## config.mk

```make
export PLATFORM = sky130hd
export DESIGN_NAME = pipe_ctrl
export DESIGN_NICKNAME = d
export VERILOG_FILES = /design/src/rtl/pipe_ctrl.sv
export SDC_FILE = /design/constraint.sdc
export NUM_CORES = 1
export LEC_CHECK = 0
export BUFFER_PORTS_ARGS = -buffer_cell sky130_fd_sc_hd__buf_4
export CAP_MARGIN = 30
export CORE_AREA = 8 8 45 47
export DETAILED_ROUTE_END_ITERATION = 6
export DIE_AREA = 0 0 53 55
export PLACE_DENSITY = 0.8
export SETUP_SLACK_MARGIN = 0.02
export SLEW_MARGIN = 20
export SYNTH_ARGS = -nofsm -noshare
export SYNTH_HDL_FRONTEND = slang
export SYNTH_SLANG_ARGS = --single-unit
export TNS_END_PERCENT = 30
```

## constraint.sdc

```tcl
create_clock -name clk -period 2.19 [get_ports clk]
set_input_delay 0.219 -clock clk [delete_from_list [all_inputs] [get_ports clk]]
set_output_delay 0.219 -clock clk [all_outputs]
set_load 0.05 [all_outputs]
```

## src/rtl/pipe_ctrl.sv

```systemverilog
// pipe_ctrl: stall/flush controller with a multi-cycle EX busy FSM.
// Optional stall watchdog compiled in by PIPE_CTRL_STALL_WATCHDOG_EN.
module pipe_ctrl #(
  parameter int CYC_W     = 6,
  parameter int WDT_LIMIT = 200
) (
  input  logic             clk,
  input  logic             rst,
  input  logic             stallreq_id_i,
  input  logic             stallreq_ex_i,
  input  logic             ex_multi_start_i,
  input  logic [CYC_W-1:0] ex_multi_cycles_i,
  input  logic             flush_i,
  output logic [5:0]       stall_o,
  output logic             ex_busy_o,
  output logic             ex_done_o,
  output logic             timeout_o
);

  typedef enum logic [1:0] {
    S_IDLE = 2'd0,
    S_BUSY = 2'd1,
    S_DONE = 2'd2
  } state_t;

  localparam logic [CYC_W-1:0] CNT_ONE = CYC_W'(1);
  localparam logic [5:0] STALL_EX = 6'b001111;
  localparam logic [5:0] STALL_ID = 6'b000111;

  state_t           r_state;
  state_t           w_state_nx;
  logic [CYC_W-1:0] r_cnt;
  logic [CYC_W-1:0] w_cnt_nx;
  logic             w_wdt_trip;
  logic             w_stalled;

  // State and latency counter registers
  always_ff @(posedge clk or posedge rst) begin
    if (rst) begin
      r_state <= S_IDLE;
      r_cnt   <= '0;
    end else begin
      r_state <= w_state_nx;
      r_cnt   <= w_cnt_nx;
    end
  end

  // Next state: flush and watchdog trip override any FSM progress
  always_comb begin
    w_state_nx = r_state;
    w_cnt_nx   = r_cnt;
    unique case (r_state)
      S_IDLE: begin
        if (ex_multi_start_i) begin
          w_state_nx = S_BUSY;
          w_cnt_nx   = (ex_multi_cycles_i == '0) ?
                       CNT_ONE : ex_multi_cycles_i;
        end
      end
      S_BUSY: begin
        w_cnt_nx = r_cnt - CNT_ONE;
        if (r_cnt == CNT_ONE) begin
          w_state_nx = S_DONE;
        end
      end
      S_DONE: begin
        w_state_nx = S_IDLE;
      end
      default: begin
        w_state_nx = S_IDLE;
        w_cnt_nx   = '0;
      end
    endcase
    if (flush_i || w_wdt_trip) begin
      w_state_nx = S_IDLE;
      w_cnt_nx   = '0;
    end
  end

  // Outputs: EX pattern wins over ID, flush and reset silence everything
  always_comb begin
    stall_o   = '0;
    ex_busy_o = 1'b0;
    ex_done_o = 1'b0;
    if (!rst) begin
      ex_busy_o = (r_state == S_BUSY);
      ex_done_o = (r_state == S_DONE);
      if (flush_i) begin
        stall_o = '0;
      end else if ((r_state == S_BUSY) || stallreq_ex_i ||
                   ((r_state == S_IDLE) && ex_multi_start_i)) begin
        stall_o = STALL_EX;
      end else if (stallreq_id_i) begin
        stall_o = STALL_ID;
      end
    end
  end

  assign w_stalled = (stall_o != 6'b000000);

`ifdef PIPE_CTRL_STALL_WATCHDOG_EN
  localparam logic [7:0] WDT_LAST = 8'(WDT_LIMIT - 1);

  logic [7:0] r_wdt;
  logic       r_timeout;

  assign w_wdt_trip = w_stalled && (r_wdt == WDT_LAST);
  assign timeout_o  = r_timeout;

  // Consecutive-stall counter with sticky timeout flag
  always_ff @(posedge clk or posedge rst) begin
    if (rst) begin
      r_wdt     <= '0;
      r_timeout <= 1'b0;
    end else if (w_wdt_trip) begin
      r_wdt     <= '0;
      r_timeout <= 1'b1;
    end else if (w_stalled) begin
      r_wdt     <= r_wdt + 8'd1;
    end else begin
      r_wdt     <= '0;
    end
  end
`else
  logic w_unused;
  assign w_unused   = w_stalled;
  assign w_wdt_trip = 1'b0;
  assign timeout_o  = 1'b0;
`endif

endmodule

```

==> results by group <==
Synth
  – Synth Cell Area: approximately 640 um^2
  – Main combinational cell family by area after synthesis: simple AND/OR/NAND/NOR gates
  – Synth area leader: dfrtp_1
  – Mux contribution to synthesized area: around 3.1%
  – Seq/Total Area, Yosys: 31.2%
  – Synthesis-stage register bit count: 8
  – Post-synth top flop: dfrtp_1
  – Synthesized-area fraction occupied by adder cells: under 10%
  – Largest cells by area after synthesis: dfrtp_1 (31%), buf_4 (7.0%), nor2_1 (5.3%)
  – Mapped Cells: 75
  – Simple-gate share of the synthesized area: 31.8%
  – Synth warn: 0
  – Post-synthesis compound-gate area fraction: roughly 15%
  – Synth Area in XOR/XNOR: ~1.4%
  – Mean area per synthesized cell: approximately 8.6 um^2
  – Number of synthesized flops with an enable pin: 0
  – Top cell type's share of synthesized area: between 30% and 40%
  – Distinct cells, synth: 32
  – Async SR Flop Fraction: 100%
  – Top cells by count, synth: nor2_1 (9), dfrtp_1 (8), buf_4 (6), nor3_1 (6)
  – Most numerous cell in the Yosys netlist: nor2_1

Detailed routing
  – Detail Route Antenna Nets: 0
  – Drt total wl: approximately 1.5 mm
  – Post-DR wirelength/cell: approximately 15 um
  – # DRC: 0
  – Pre-antenna DRT Iters: 4
  – Vias: 607
  – Vias/cell: between 5 and 6
  – DR iter-0 viols: 20

Power and ir drop
  – Register share of total power: 40.7%
  – Pleak: around 0.37 nW
  – Peak VDD IR: roughly 0.30 mV
  – Switching Fraction: between 30% and 40%
  – Power share of the clock group: between 20% and 30%
  – Comb pwr share: around 37%
  – Power per Cell Area: approximately 600 nW/um^2
  – Sw power: 0.165 mW
  – Cell internal pwr: between 0.2 and 0.3 mW

Floorplan
  – Die area: between 2000 and 3000 um^2
  – Io pins: 21
  – Die width: between 50 and 60 um
  – Vert. Die Dim: between 50 and 60 um
  – Starting Density: between 40% and 50%
  – Placeable Area: roughly 1400 um^2
  – # rows: 14

Hold path
  – Hold Path Class: in2reg

Setup path
  – CP Class: reg2out
  – WP data required: between 1500 and 2000 ps
  – CP max FO: 11
  – WP data arrival: between 1500 and 2000 ps
  – Worst Setup End Kind: output port
  – CP Launch Type: flop

Placement
  – Placed Cells incl. Taps: approximately 100
  – Dpl hpwl: 1.25 mm
  – Number of port buffers: 17
  – Gpl congestion: ~0.83

Clock tree
  – Post-CTS Hold Buffers: 1
  – Post-cts sizing count: 0
  – CTS HTree Levels: 1
  – Worst skew pair latency: about 240 ps
  – TritonCTS clock tree: done
  – Bufs on Longest Clock Path: 2
  – Clock transition at path regs: approximately 50 ps
  – Setup bufs post-CTS: 0
  – CTS Buf Count: 3
  – CTS root buffer: clkbuf_4
  – Clock Sinks: 8

Final layout
  – P&R area growth vs syn: 20.3%
  – NumNets Final: between 100 and 150
  – Share of cells above drive strength 1: a little under a third
  – ANT cells: 0
  – Fin cells: between 100 and 150

Timing
  – Achievable Freq: approximately 550 MHz
  – Setup TNS: 0 ps
  – Hold Violations, Final: 0
  – Final Critical Period: ~1800 ps
  – RSZ-0062 raised after global routing: false
  – # setup viols final: 0
  – Final Cycle Share: between 80% and 90%
  – Slew margin rel.: about 67%
  – Clk_skew: around 0.15 ps
  – Actual slew at the worst max-slew pin: between 400 and 500 ps
  – Fin. max-slew vios: 0

GRT
  – Largest net degree at the start of global routing: 12
  – Final global-route overflow total: 0
  – Antenna violations before repair: 0
  – Vias in the first global route: 570
  – Total track usage: between 10% and 20%
  – Global-route wire length before repair: between 2 and 3 mm

Status
  – Outcome: finished, final reports clean

Flow run
  – Maxcap violations: 0
==> flip-flops by register name, indices dropped and copies added, names as in the netlist <==
signal	flops
r_cnt	6
r_state	2
==> area by class of cell <==
type | instances | area, um^2
flip-flops and latches | 8 | 200
multi-input cells | 56 | 373
repair buffers | 18 | 138
inverters | 5 | 18.8
clock buffers | 3 | 22.5
well taps | 16 | 20.0
fillers | 135 | 612
==> layout by cell type (no fill, tap or decap), types with 2 or more instances in the layout <==
| cell | count |
|---|---|
| dfrtp_1 | 8 |
| mux2i_1 | 2 |
| buf_4 | 17 |
| nor3_2 | 3 |
| inv_1 | 4 |
| nand2b_1 | 2 |
| o21ai_1 | 2 |
| and3_1 | 2 |
| a22oi_1 | 2 |
| nor2_1 | 9 |
| clkbuf_4 | 3 |
| conb_1 | 3 |
| nand2_1 | 2 |
| nor3_1 | 5 |
| a21oi_1 | 4 |
| nor4_1 | 2 |
| ha_1 | 2 |
| nand3b_1 | 3 |
| o21ai_0 | 2 |
==> through the flow <==
stage | power [mW] | hold WS, ps | setup WS (ps) | utilization (%) | area, um^2
floorplan | 0.314 | 40.1 | 153 | - | 654
global placement | 0.351 | 207 | 716 | 53.4 | 739
detailed placement | 0.354 | 211 | 648 | 53.4 | 739
CTS | 0.466 | 219 | 370 | 55.8 | 772
global route | 0.494 | 240 | 211 | 55.8 | 772
finish | 0.459 | 234 | 377 | 55.8 | 772
==> kinds of logic (layout without fill, tap and decap cells) <==
logic type / Yosys count / count (layout)
AND/OR/NAND/NOR: 34 / 34
AO/OA/AOI/OAI: 14 / 14
buffers and inverters: 13 / 26
flip-flops: 8 / 8
adder cells (fa/ha/maj): 2 / 2
multiplexers: 2 / 2
other: 1 / 3
XOR/XNOR: 1 / 1
==> worst max-delay path, cell delays in order (launching register included) <==
cell and delay [ps]:
dfrtp_1 550, nor2_1 130, nor2_1 170, nor3_1 80, nor3_2 170, buf_4 240
==> layer usage <==
layer  global-route usage (%)  up-vias  wire length [um]
met5                        0        -                 0
met4                     10.3        0                32
met3                     2.67        3               134
met2                     19.5       33               724
met1                     13.0      281               646
li1                         -      290                 -
==> final timing paths <==
path                       cells past startpoint  startpoint  slack, ps    endpoint
max reg2reg                                    4  r_state[0]        770    r_cnt[5]
min in group asynchronous                      3         rst        530  r_state[1]
min reg2reg                                    1    r_cnt[5]        520    r_cnt[5]
max in group asynchronous                      3         rst       1430    r_cnt[3]
min                                            2     flush_i        230    r_cnt[1]
max                                            5  r_state[0]        380  stall_o[2]
==> power by group through the flow <==
stage / Combinational [mW] / Clock, mW / Sequential [mW]
floorplan: 0.136 / 0 / 0.179
global route: 0.186 / 0.119 / 0.189
detailed placement: 0.166 / 0 / 0.188
finish: 0.168 / 0.104 / 0.186
global placement: 0.163 / 0 / 0.188
CTS: 0.167 / 0.113 / 0.186
Note: power is estimated with default switching activity, not from simulation.
